File: config.mk
export PLATFORM = sky130hd
export DESIGN_NAME = linear_sensor_ctrl
export DESIGN_NICKNAME = d
export VERILOG_FILES = /design/src/rtl/linear_sensor_ctrl.sv
export SDC_FILE = /design/constraint.sdc
export NUM_CORES = 1
export LEC_CHECK = 0
export BUFFER_PORTS_ARGS = -buffer_cell sky130_fd_sc_hd__buf_2
export CAP_MARGIN = 20
export CELL_PAD_IN_SITES_DETAIL_PLACEMENT = 1
export CELL_PAD_IN_SITES_GLOBAL_PLACEMENT = 2
export CORE_MARGIN = 5
export CORE_UTILIZATION = 35
export DETAILED_ROUTE_END_ITERATION = 10
export PLACE_DENSITY_LB_ADDON = 0.1
export SLEW_MARGIN = 30
export SYNTH_ARGS = -nofsm -noshare
export SYNTH_HDL_FRONTEND = slang
export SYNTH_SLANG_ARGS = --single-unit
File: constraint.sdc
create_clock -name clk -period 4.75 [get_ports clk]
set_input_delay 0 -clock clk [delete_from_list [all_inputs] [get_ports clk]]
set_output_delay 0 -clock clk [all_outputs]
set_load 0.01 [all_outputs]
File: src/rtl/linear_sensor_ctrl.sv
// linear_sensor_ctrl
// Multi-frame controller for a G11620-class linear image sensor.
// A start edge reads three config words: integration time, pixel count and
// frame count. The controller then runs integrate / wait-for-ad_sp / readout /
// blank frames and emits the ADC samples as an indexed, valid-tagged stream.
//
// Optional feature: define LINEAR_SENSOR_SP_TIMEOUT_EN to add an ad_sp timeout.
// With it, WAIT_SP gives up after SP_TIMEOUT clocks, raises the sticky err_o
// and returns to IDLE without done_o. Without it, WAIT_SP waits indefinitely
// and err_o stays 0.
//
// Output timing:
//   sensor_reset_o, frame_done_o and done_o are registered from the next
//   state, so they line up exactly with the INTEG cycles, the final BLANK
//   cycle and the DONE cycle.
//   The pixel outputs are registered from the DATA cycle that sampled
//   adc_data, so they lag that cycle by one clock.
//   cfg_ram_rd_o and cfg_ram_addr_o are decoded from registered state, so the
//   read data arrives exactly one clock after each strobe.
`timescale 1ns/1ps

module linear_sensor_ctrl #(
    parameter int         MAX_PIX    = 512,
    parameter int         PIX_W      = 10,
    parameter int         ADC_W      = 16,
    parameter int         BLANK_CYC  = 24,
    parameter logic [7:0] CFG_BASE   = 8'h01,
    parameter int         SP_TIMEOUT = 4096
) (
    input  logic             clk,
    input  logic             rst,
    input  logic             start_in,
    input  logic             soft_reset_in,
    input  logic             ad_sp,
    input  logic [ADC_W-1:0] adc_data,
    output logic             sensor_clk,
    output logic             sensor_reset_o,
    output logic             cfg_ram_rd_o,
    output logic [7:0]       cfg_ram_addr_o,
    input  logic [31:0]      cfg_ram_din,
    output logic             pix_valid_o,
    output logic [ADC_W-1:0] pix_data_o,
    output logic [PIX_W-1:0] pix_idx_o,
    output logic             pix_last_o,
    output logic             frame_done_o,
    output logic             done_o,
    output logic             busy_o,
    output logic             err_o
);

`ifdef LINEAR_SENSOR_SP_TIMEOUT_EN
    localparam bit SP_TO_EN = 1'b1;
`else
    localparam bit SP_TO_EN = 1'b0;
`endif

    localparam logic [31:0]      BLANK_LAST  = 32'(BLANK_CYC - 1);
    localparam logic [31:0]      SP_LAST     = 32'(SP_TIMEOUT - 1);
    localparam logic [31:0]      MAX_PIX_W32 = 32'(MAX_PIX);
    localparam logic [PIX_W-1:0] MAX_PIX_CNT = PIX_W'(MAX_PIX);

    typedef enum logic [2:0] {
        S_IDLE,
        S_CFG,
        S_INTEG,
        S_WAIT_SP,
        S_DATA,
        S_BLANK,
        S_DONE
    } state_t;

    state_t             state_reg, state_next;
    logic               start_r_reg, start_r_next;
    logic [1:0]         cfg_cnt_reg, cfg_cnt_next;
    logic [31:0]        clk_cnt_reg, clk_cnt_next;
    logic [PIX_W-1:0]   pix_cnt_idx_reg, pix_cnt_idx_next;
    logic [31:0]        frames_done_reg, frames_done_next;
    logic [31:0]        integ_time_reg, integ_time_next;
    logic [PIX_W-1:0]   pix_cnt_reg, pix_cnt_next;
    logic [31:0]        frame_cnt_reg, frame_cnt_next;

    logic               sensor_reset_reg, sensor_reset_next;
    logic               pix_valid_reg, pix_valid_next;
    logic [ADC_W-1:0]   pix_data_reg, pix_data_next;
    logic [PIX_W-1:0]   pix_idx_reg, pix_idx_next;
    logic               pix_last_reg, pix_last_next;
    logic               frame_done_reg, frame_done_next;
    logic               done_reg, done_next;
    logic               err_reg, err_next;

    logic [PIX_W-1:0]   pix_last_idx;
    logic               more_frames;

    // Index of the final pixel of a line. The pixel count is never 0 after the clamp.
    assign pix_last_idx = pix_cnt_reg - PIX_W'(1);
    // A frame count of 0 means "run until soft reset".
    assign more_frames  = (frame_cnt_reg == 32'd0) ||
                          ((frames_done_reg + 32'd1) < frame_cnt_reg);

    // State register, counters, captured config and registered outputs.
    always_ff @(posedge clk) begin
        if (rst) begin
            state_reg        <= S_IDLE;
            start_r_reg      <= 1'b0;
            cfg_cnt_reg      <= 2'd0;
            clk_cnt_reg      <= 32'd0;
            pix_cnt_idx_reg  <= '0;
            frames_done_reg  <= 32'd0;
            integ_time_reg   <= 32'd0;
            pix_cnt_reg      <= '0;
            frame_cnt_reg    <= 32'd0;
            sensor_reset_reg <= 1'b0;
            pix_valid_reg    <= 1'b0;
            pix_data_reg     <= '0;
            pix_idx_reg      <= '0;
            pix_last_reg     <= 1'b0;
            frame_done_reg   <= 1'b0;
            done_reg         <= 1'b0;
            err_reg          <= 1'b0;
        end else begin
            state_reg        <= state_next;
            start_r_reg      <= start_r_next;
            cfg_cnt_reg      <= cfg_cnt_next;
            clk_cnt_reg      <= clk_cnt_next;
            pix_cnt_idx_reg  <= pix_cnt_idx_next;
            frames_done_reg  <= frames_done_next;
            integ_time_reg   <= integ_time_next;
            pix_cnt_reg      <= pix_cnt_next;
            frame_cnt_reg    <= frame_cnt_next;
            sensor_reset_reg <= sensor_reset_next;
            pix_valid_reg    <= pix_valid_next;
            pix_data_reg     <= pix_data_next;
            pix_idx_reg      <= pix_idx_next;
            pix_last_reg     <= pix_last_next;
            frame_done_reg   <= frame_done_next;
            done_reg         <= done_next;
            err_reg          <= err_next;
        end
    end

    // Next-state, counter, config-capture and output decode.
    always_comb begin
        state_next        = state_reg;
        start_r_next      = start_in;
        cfg_cnt_next      = cfg_cnt_reg;
        clk_cnt_next      = clk_cnt_reg;
        pix_cnt_idx_next  = pix_cnt_idx_reg;
        frames_done_next  = frames_done_reg;
        integ_time_next   = integ_time_reg;
        pix_cnt_next      = pix_cnt_reg;
        frame_cnt_next    = frame_cnt_reg;
        err_next          = err_reg;

        case (state_reg)
            S_IDLE: begin
                // Only a fresh rising edge counts; a level held over from a previous run does not.
                if (start_in && !start_r_reg) begin
                    state_next       = S_CFG;
                    cfg_cnt_next     = 2'd0;
                    frames_done_next = 32'd0;
                    err_next         = 1'b0;
                end
            end

            S_CFG: begin
                // Strobes go out on cfg_cnt 0..2. Each word is captured one clock later.
                cfg_cnt_next = cfg_cnt_reg + 2'd1;
                case (cfg_cnt_reg)
                    2'd1: integ_time_next = (cfg_ram_din == 32'd0) ? 32'd1 : cfg_ram_din;
                    2'd2: begin
                        if ((cfg_ram_din == 32'd0) || (cfg_ram_din > MAX_PIX_W32))
                            pix_cnt_next = MAX_PIX_CNT;
                        else
                            pix_cnt_next = cfg_ram_din[PIX_W-1:0];
                    end
                    2'd3: begin
                        frame_cnt_next = cfg_ram_din;
                        state_next     = S_INTEG;
                        clk_cnt_next   = 32'd0;
                    end
                    default: ;
                endcase
            end

            S_INTEG: begin
                if (clk_cnt_reg == (integ_time_reg - 32'd1)) begin
                    state_next   = S_WAIT_SP;
                    clk_cnt_next = 32'd0;
                end else begin
                    clk_cnt_next = clk_cnt_reg + 32'd1;
                end
            end

            S_WAIT_SP: begin
                // ad_sp wins over a timeout that expires on the same clock.
                if (ad_sp) begin
                    state_next       = S_DATA;
                    pix_cnt_idx_next = '0;
                end else if (SP_TO_EN && (clk_cnt_reg == SP_LAST)) begin
                    state_next = S_IDLE;
                    err_next   = 1'b1;
                end else if (SP_TO_EN) begin
                    clk_cnt_next = clk_cnt_reg + 32'd1;
                end
            end

            S_DATA: begin
                if (pix_cnt_idx_reg == pix_last_idx) begin
                    state_next   = S_BLANK;
                    clk_cnt_next = 32'd0;
                end else begin
                    pix_cnt_idx_next = pix_cnt_idx_reg + PIX_W'(1);
                end
            end

            S_BLANK: begin
                if (clk_cnt_reg == BLANK_LAST) begin
                    frames_done_next = frames_done_reg + 32'd1;
                    clk_cnt_next     = 32'd0;
                    // Later frames reuse the captured config; it is not read again.
                    state_next       = more_frames ? S_INTEG : S_DONE;
                end else begin
                    clk_cnt_next = clk_cnt_reg + 32'd1;
                end
            end

            S_DONE: begin
                state_next = S_IDLE;
            end

            default: begin
                state_next = S_IDLE;
            end
        endcase

        // An abort overrides every transition above, but has no effect while already idle.
        if ((state_reg != S_IDLE) && soft_reset_in)
            state_next = S_IDLE;

        // Outputs are decoded from the next state. An abort therefore clears them on the next clock.
        sensor_reset_next = (state_next == S_INTEG);
        done_next         = (state_next == S_DONE);
        frame_done_next   = (state_next == S_BLANK) && (clk_cnt_next == BLANK_LAST);

        // The pixel stream lags the DATA cycle that sampled adc_data by one clock.
        pix_valid_next = (state_reg == S_DATA) && !soft_reset_in;
        pix_data_next  = (state_reg == S_DATA) ? adc_data : pix_data_reg;
        pix_idx_next   = (state_reg == S_DATA) ? pix_cnt_idx_reg : pix_idx_reg;
        pix_last_next  = pix_valid_next && (pix_cnt_idx_reg == pix_last_idx);
    end

    assign sensor_clk     = ~clk;
    assign sensor_reset_o = sensor_reset_reg;
    assign cfg_ram_rd_o   = (state_reg == S_CFG) && (cfg_cnt_reg != 2'd3);
    assign cfg_ram_addr_o = cfg_ram_rd_o ? (CFG_BASE + {6'd0, cfg_cnt_reg}) : 8'h00;
    assign pix_valid_o    = pix_valid_reg;
    assign pix_data_o     = pix_data_reg;
    assign pix_idx_o      = pix_idx_reg;
    assign pix_last_o     = pix_last_reg;
    assign frame_done_o   = frame_done_reg;
    assign done_o         = done_reg;
    assign busy_o         = (state_reg != S_IDLE);
    assign err_o          = err_reg;

endmodule
# Word-level counts from Yosys, hierarchy flattened
# Cells that the tools add are included.
dict set report totals {
  elab_cells 94
  reg_bits 185
}
dict set report classes {
  n_reduce_logical 23
  n_bitwise 1
  muxes 25
  n_addsub 7
  order_cmp 2
  n_eq_ne 20
}
# operator count
set ops {}
lappend ops {{two-way mux 32 bit} 7}
lappend ops {{case mux 32 bit (4 select lines)} 1}
lappend ops {{adder 32 x 1 -> 32 bit, second input constant} 2}
lappend ops {{equality test 32 x 5 -> 1 bit, second input constant} 2}
lappend ops {{logical NOT 32 bit} 2}
lappend ops {{case mux 32 bit (2 select lines)} 1}
lappend ops {{equality test 32 bit} 1}
lappend ops {{greater-than comparator 32 x 10 -> 1 bit, second input constant} 1}
lappend ops {{< comparator 32 bit} 1}
lappend ops {{subtractor 32 x 1 -> 32 bit, second input constant} 1}
lappend ops {{two-way mux 10 bit} 3}
lappend ops {{two-way mux 3 bit} 9}
lappend ops {{case mux 10 bit (2 select lines)} 1}
lappend ops {{case mux 3 bit (6 select lines)} 1}
lappend ops {{equality test 3 bit, second input constant} 4}
lappend ops {{adder 10 x 1 -> 10 bit, second input constant} 1}
lappend ops {{equality test 10 bit} 1}
lappend ops {{inequality test 2 bit, second input constant} 5}
lappend ops {{subtractor 10 x 1 -> 10 bit, second input constant} 1}
lappend ops {{equality test 3 x 2 -> 1 bit, second input constant} 3}
lappend ops {{AND reduction 2 bit} 4}
lappend ops {{logical AND 1 bit} 6}
lappend ops {{AND reduction 3 bit} 2}
lappend ops {{nonzero test 2 bit} 3}
lappend ops {{12 further kinds} 15}

# Depth between registers and ports, before layout
# Gate-level depths: netlist of the first run.
dict set report logic_depth {
  depth_word 9
  depth_mapped 23
  ltp_nobuf 21
}

==> impl_metrics.ini, run 1 <==
[global_routing]
grt_use_total = 0.213
first_global_vias = 11200
antenna_found_initial = 0
grt_max_degree = 97
grt_pass1_wl_mm = 62.1
grt_overflow = 0

[sta]
fin_skew_ns = 0.0141
rsz0062_at_grt = no
slew_violations = 0
relSlewSlack = 0.393
worstMarginPinSlew_ns = 0.888
hold_violations = 0
fin_crit_sh = 0.908
fin_crit_ns = 4.31
setup_violations = 0
fmax_mhz = 232
fin_setup_tns_ns = 0

[yosys]
synth.area.mux_share = 0.00652
ys_ff_latch = 185
synth_compound_area_frac = 0.183
synthFlopType = dfxtp_1
synth-edff-count = 0
synth_top_family_by_area = simple AND/OR/NAND/NOR gates
synth_cell_types = 82
yosys_warnings = 0
netlist_instances = 1524
ys_seq_area_frac = 0.327
synth_simple_gate_area_frac = 0.306
synthesis.area_sq_um = 11300
synth_xor_xnor_area_share = 0.0755
synth.avg_cell_area_sq_um = 7.43
synth_fa_ha_area_frac = 0.0431
async_flop_share = 0

[route]
routed_wl_mm = 38.1
drt_drc_violations_left = 0
dr.pass1.iters = 4
ant_nets = 0
first_iter_violations = 472
viasPerCell = 5.38
routedWlPerCell_microns = 18.8
num_vias = 10900

[critical_path]
worstSetupPathType = flop to flop
critPathCaptureType = flop
cp_data_required_time_ns = 5.15
path_max_fanout = 6
reg2reg_slack_ns = 0.44
crit_arrival_ns = 4.71
critPathLaunchType = flop

[cells_and_area]
seq_area_sq_um = 3700
final_nets = 1700
postLayoutCoreUtil = 0.415
final_cell_mix = 262 x nand2_1, 185 x dfxtp_1, 181 x a21oi_1
layout-drive-gt1-share = 0.114
layoutNonFillerInstCount = 2023
mostFrequentLayoutCell = nand2_1
antenna_cells = 0
multi_input_area_sq_um = 7000
fillCellCount = 3898
syn_to_final_growth_pct = 16.3

[floorplan]
io_pins = 96
die_w_microns = 190
num_rows = 65
coreArea_sq_um = 31700
initial_core_util = 0.357
dieArea_sq_um = 36000
die_h_microns = 190

[clock_network]
numCtsBuffers = 17
clkLatencyLatePin_ns = 0.46
clk_path_buf_depth = 2
cts_setup_buffers = 0
h-tree-depth = 4
cts.clk_slew.worst_paths_ns = 0.08
cts.root.buffer_cell = clkbuf_16
cts_tree = yes

[pwr]
p_per_area_nw_per_um2 = 258
peakVddDrop_uv = 267
p_leak_nw = 5.06

[placement]
dp_hpwl_mm = 27.9
place_congestion = 0.814
dp_cells = 1941
io_buffer_count = 88

[status]
status = finished, final reports clean

[job]
drv_cap = 0

[min_path]
hold_path_class = primary input to flop
## routing by layer
layer | track usage | wire length [microns] | vias up
met5 | 0 | 0 | -
met2 | 0.359 | 18200 | 99
met1 | 0.286 | 18300 | 5265
met3 | 0.0310 | 972 | 36
met4 | 0.0595 | 659 | 0
li1 | - | - | 5481
## report_power, final
part | internal, mW | total [mW] | switching [mW]
Sequential | 1.56 | 1.57 | 0.0157
Clock | 0.796 | 1.50 | 0.703
Combinational | 0.133 | 0.327 | 0.194
Total | 2.49 | 3.40 | 0.914
## layout make-up
| type | instances | share of cell area |
|---|---|---|
| clock inverter | 15 | 0.0127 |
| clock buffer | 19 | 0.0330 |
| tap | 402 | 0.0382 |
| multi-input combinational | 1184 | 0.532 |
| timing repair buffer | 167 | 0.0886 |
| sequential | 185 | 0.281 |
| inverter | 51 | 0.0145 |
## cell families (layout without fill, tap and decap cells)
| kind of cell | count (synthesis) | in the layout |
|---|---|---|
| and+or+nand+nor | 680 | 680 |
| buffers and inverters | 161 | 252 |
| AOI/OAI and AO/OA | 355 | 355 |
| DFF | 185 | 185 |
| adders and majority gates | 39 | 39 |
| muxes | 7 | 7 |
| xor gates and xnor gates | 96 | 96 |
| other | 1 | 7 |
## critical path, cell delays in order (launching register included)
cell	delay (ns)
dfxtp_1	0.40
ha_1	0.25
nand3_1	0.21
nor2_2	0.22
and3_1	0.26
and3_1	0.30
nand3_1	0.18
nor3_1	0.21
buf_4	0.16
and4_1	0.26
xor2_1	0.17
ha_1	0.25
a21oi_1	0.13
nor2b_1	0.06
o21ai_0	0.17
nand2b_1	0.08
a21oi_1	0.16
nor2b_1	0.06
o21ai_0	0.17
nand4_1	0.10
o21ai_0	0.16
buf_4	0.16
o21ba_2	0.12
## stage by stage
step                power (mW)  cell area (sq um)  hold slack, ns  setup WS, ns
floorplan                 1.82              11300          0.0435         0.495
global placement          1.92              12100           0.135         0.451
detailed placement        1.92              12100           0.135         0.305
CTS                       3.47              13200          0.0490         0.282
global route              3.56              13200          0.0825       0.00272
finish                    3.40              13200          0.0568         0.439
## what timing repair did
item,4_1_cts,5_1_grt
hold buffers,50,0
hold endpoints to repair,92,0
gates resized for setup,0,2
endpoints found under the setup margin,0,3
## path summary, 6_finish.rpt
check | from | to | cells after the start
setup / recovery | frames_done_reg[0]$_SDFFE_PP0P_ | sensor_reset_o$_SDFF_PP0_ | 22
hold / removal | rst | pix_cnt_reg[0]$_SDFFE_PP0P_ | 2
setup reg to reg | frames_done_reg[0]$_SDFFE_PP0P_ | sensor_reset_o$_SDFF_PP0_ | 22
hold reg to reg | pix_data_o[0]$_SDFFE_PP0P_ | pix_data_o[0]$_SDFFE_PP0P_ | 2
## cells in the mapped netlist (all sizes together) (4+ instances only)
library cell	number	share of area
a31oi	13	0.0072
a2111oi	6	0.0052
o211ai	4	0.0031
nand3	57	0.026
a22oi	13	0.0086
nor3	32	0.015
and4	9	0.0070
o31ai	4	0.0031
clkbuf	83	0.028
or4	7	0.0046
nand4b	4	0.0031
and3	29	0.016
mux2i	4	0.0035
nor3b	5	0.0043
or3	20	0.011
inv	52	0.017
nand4	28	0.017
nand3b	10	0.0066
nand2	264	0.088
and2	20	0.011
nand2b	17	0.0094
xnor2	55	0.043
a21oi	181	0.080
nor2	112	0.037
dfxtp	185	0.33
a21o	13	0.0086
or2	6	0.0033
a211oi	8	0.0053
nor4	39	0.033
xor2	40	0.031
buf	26	0.014
ha	39	0.043
o21ai	74	0.033
nor2b	11	0.0061
o21a	4	0.0027
Power figures use the tool's default switching activity.
==> inputs of run 2 (changes only) <==
--- a/config.mk
+++ b/config.mk
@@ -9,6 +9,7 @@
 export CAP_MARGIN = 20
 export CELL_PAD_IN_SITES_DETAIL_PLACEMENT = 1
 export CELL_PAD_IN_SITES_GLOBAL_PLACEMENT = 2
+export CORE_ASPECT_RATIO = 0.8
 export CORE_MARGIN = 5
 export CORE_UTILIZATION = 35
 export DETAILED_ROUTE_END_ITERATION = 10
==> run 2 against run 1 <==
  * Design area is 0.66% higher
  * Combinational power increased by 6%
  * Critical endpoint unchanged
  * Clock power down 5%
==> impl_metrics.ini, run 2 (synthesized netlist as in run 1, its figures left out) <==
[route]
ant_nets = 0
first_iter_violations = 661
viasPerCell = 5.49
dr.pass1.iters = 5
num_vias = 11300
drt_drc_violations_left = 0
routedWlPerCell_microns = 19.5
routed_wl_mm = 39.9

[sta]
hold_violations = 0
fin_ws_ns = 0.530
fin_crit_sh = 0.888
slew_violations = 0
setup_violations = 0
fmax_mhz = 237
relSlewSlack = 0.455
worstMarginPinSlew_ns = 0.797
fin_crit_ns = 4.22
rsz0062_at_grt = no
fin_skew_ns = 0.0132
fin_setup_tns_ns = 0

[floorplan]
initial_core_util = 0.357
coreArea_sq_um = 31700
dieArea_sq_um = 36100
io_pins = 96
num_rows = 58
die_h_microns = 171
die_w_microns = 211

[critical_path]
worstSetupPathType = flop to flop
slowest_delay_ns = 0.42
reg2reg_slack_ns = 0.53
path_max_fanout = 5
cp-startpoint = frames_done_reg[2]$_SDFFE_PP0P_
endpoint = sensor_reset_o$_SDFF_PP0_
reg2reg_from = frames_done_reg[2]$_SDFFE_PP0P_
cp.depth = 22
crit_path_frequent_cell = o21ai_0
critPathTopFamily = simple AND/OR/NAND/NOR gates
cp_data_required_time_ns = 5.15
critPathBufInv = 1
worst_r2r_path_depth = 22
r2r_end = sensor_reset_o$_SDFF_PP0_
crit_arrival_ns = 4.62
critPathSlowestCell = dfxtp_1
critPathCaptureType = flop
cp_cell_sequence = and3_2, nand2_1, nor3_2, and3_2, and3_1, nand2_1, nor3_1, and3_1, xor2_1, ha_1, a21o_1, a21oi_1, nor2b_1, o21ai_0, nand2b_1, a21oi_1, nor2b_1, o21ai_0, nand4_1, o21ai_0, buf_4, o21ba_2
critPathLaunchType = flop

[placement]
io_buffer_count = 88
dp_hpwl_mm = 29.1
pre_cts_ws_ns = 0.359
place_congestion = 0.845

[global_routing]
antenna_found_initial = 0
grt_max_degree = 72
grt_use_total = 0.219
grt_overflow = 0
grt_pass1_wl_mm = 63.2
first_global_vias = 11200

[cells_and_area]
final_nets = 1711
layout-drive-gt1-share = 0.119
syn_to_final_growth_pct = 17.1
mostFrequentLayoutCell = nand2_1
seq_area_sq_um = 3700
multi_input_area_sq_um = 7020
fillCellCount = 3914
final_cell_mix = 263 x nand2_1, 185 x dfxtp_1, 181 x a21oi_1

[clock_network]
cts_tree = yes
numCtsBuffers = 17
clk_path_buf_depth = 2
cts_setup_buffers = 0
clkLatencyLatePin_ns = 0.46
h-tree-depth = 4
cts.root.buffer_cell = clkbuf_16
cts.clk_slew.worst_paths_ns = 0.08

[pwr]
p_leak_nw = 5.07
p_per_area_nw_per_um2 = 253
peakVddDrop_uv = 221

[min_path]
hold_path_class = primary input to flop

[job]
drv_cap = 0

[status]
status = finished, final reports clean
-- run 2: cell count changes in the layout (fill, tap and decap cells not counted), sizes merged --
cell         before  now
bufinv            2    1
clkinv            6    2
inv              57   56
dlygate4sd3      50   52
buf             118  127
diode             0    1
clkbuf           18   20
clkinvlp          1    5
-- run 2: worst reg2reg max path, cell delays in order (launching register included) --
cell	delay, ns
dfxtp_1	0.42
and3_2	0.27
nand2_1	0.11
nor3_2	0.23
and3_2	0.27
and3_1	0.25
nand2_1	0.13
nor3_1	0.23
and3_1	0.24
xor2_1	0.19
ha_1	0.27
a21o_1	0.16
a21oi_1	0.17
nor2b_1	0.06
o21ai_0	0.14
nand2b_1	0.07
a21oi_1	0.19
nor2b_1	0.07
o21ai_0	0.18
nand4_1	0.10
o21ai_0	0.15
buf_4	0.15
o21ba_2	0.12
-- run 2: layer usage --
| layer | vias up | part of all wire | track usage |
|---|---|---|---|
| met5 | - | 0 | 0 |
| met4 | 0 | 0.011 | 0.0490 |
| met3 | 28 | 0.034 | 0.0339 |
| met2 | 172 | 0.43 | 0.333 |
| met1 | 5560 | 0.52 | 0.327 |
| li1 | 5509 | - | - |
-- run 2: worst min path at each step --
| stage | slack, ns | to | depth (start not counted) | startpoint |
|---|---|---|---|---|
| detailed placement | 0.13 | sensor_clk | 2 | clk |
| CTS | 0.28 | start_r_reg$_SDFF_PP0_ | 3 | start_in |
| floorplan | 0.04 | sensor_clk | 1 | clk |
| global route | 0.32 | pix_data_o[13]$_SDFFE_PP0P_ | 4 | adc_data[13] |
| global placement | 0.13 | sensor_clk | 2 | clk |
| finish | 0.32 | pix_data_o[14]$_SDFFE_PP0P_ | 4 | adc_data[14] |
-- run 2: what timing repair did --
item	CTS	global route
endpoints found under the hold margin	95	0
hold buffers	52	0
setup endpoints to repair	0	3
gates resized for setup	0	7
-- run 2: through the flow --
stage / cell area [sq um] / std cells / hold slack [ns] / utilization / total power [mW]
6_report: 13300 / 2053 / 0.316 / 0.418 / 3.35
5_1_grt: 13300 / 2052 / 0.323 / 0.418 / 3.50
4_1_cts: 13200 / 2052 / 0.279 / 0.417 / 3.40
3_5_place_dp: 12200 / 1968 / 0.135 / 0.383 / 1.93
3_3_place_gp: 12100 / 1968 / 0.135 / 0.383 / 1.93
2_1_floorplan: 11300 / 1530 / 0.0435 / - / 1.82
-- run 2: power by group --
group / switching [mW] / internal, mW / total [mW]
sequential: 0.0166 / 1.56 / 1.57
clock: 0.698 / 0.736 / 1.43
combinational: 0.206 / 0.139 / 0.346
total: 0.920 / 2.43 / 3.35
-- run 2: cell type report --
type,instances,area share
clock buffer,21,0.0333
inverter,51,0.0144
timing repair buffer,178,0.0947
tap,420,0.0396
sequential,185,0.279
antenna,1,0.000189
multi-input combinational,1184,0.529
clock inverter,13,0.00906
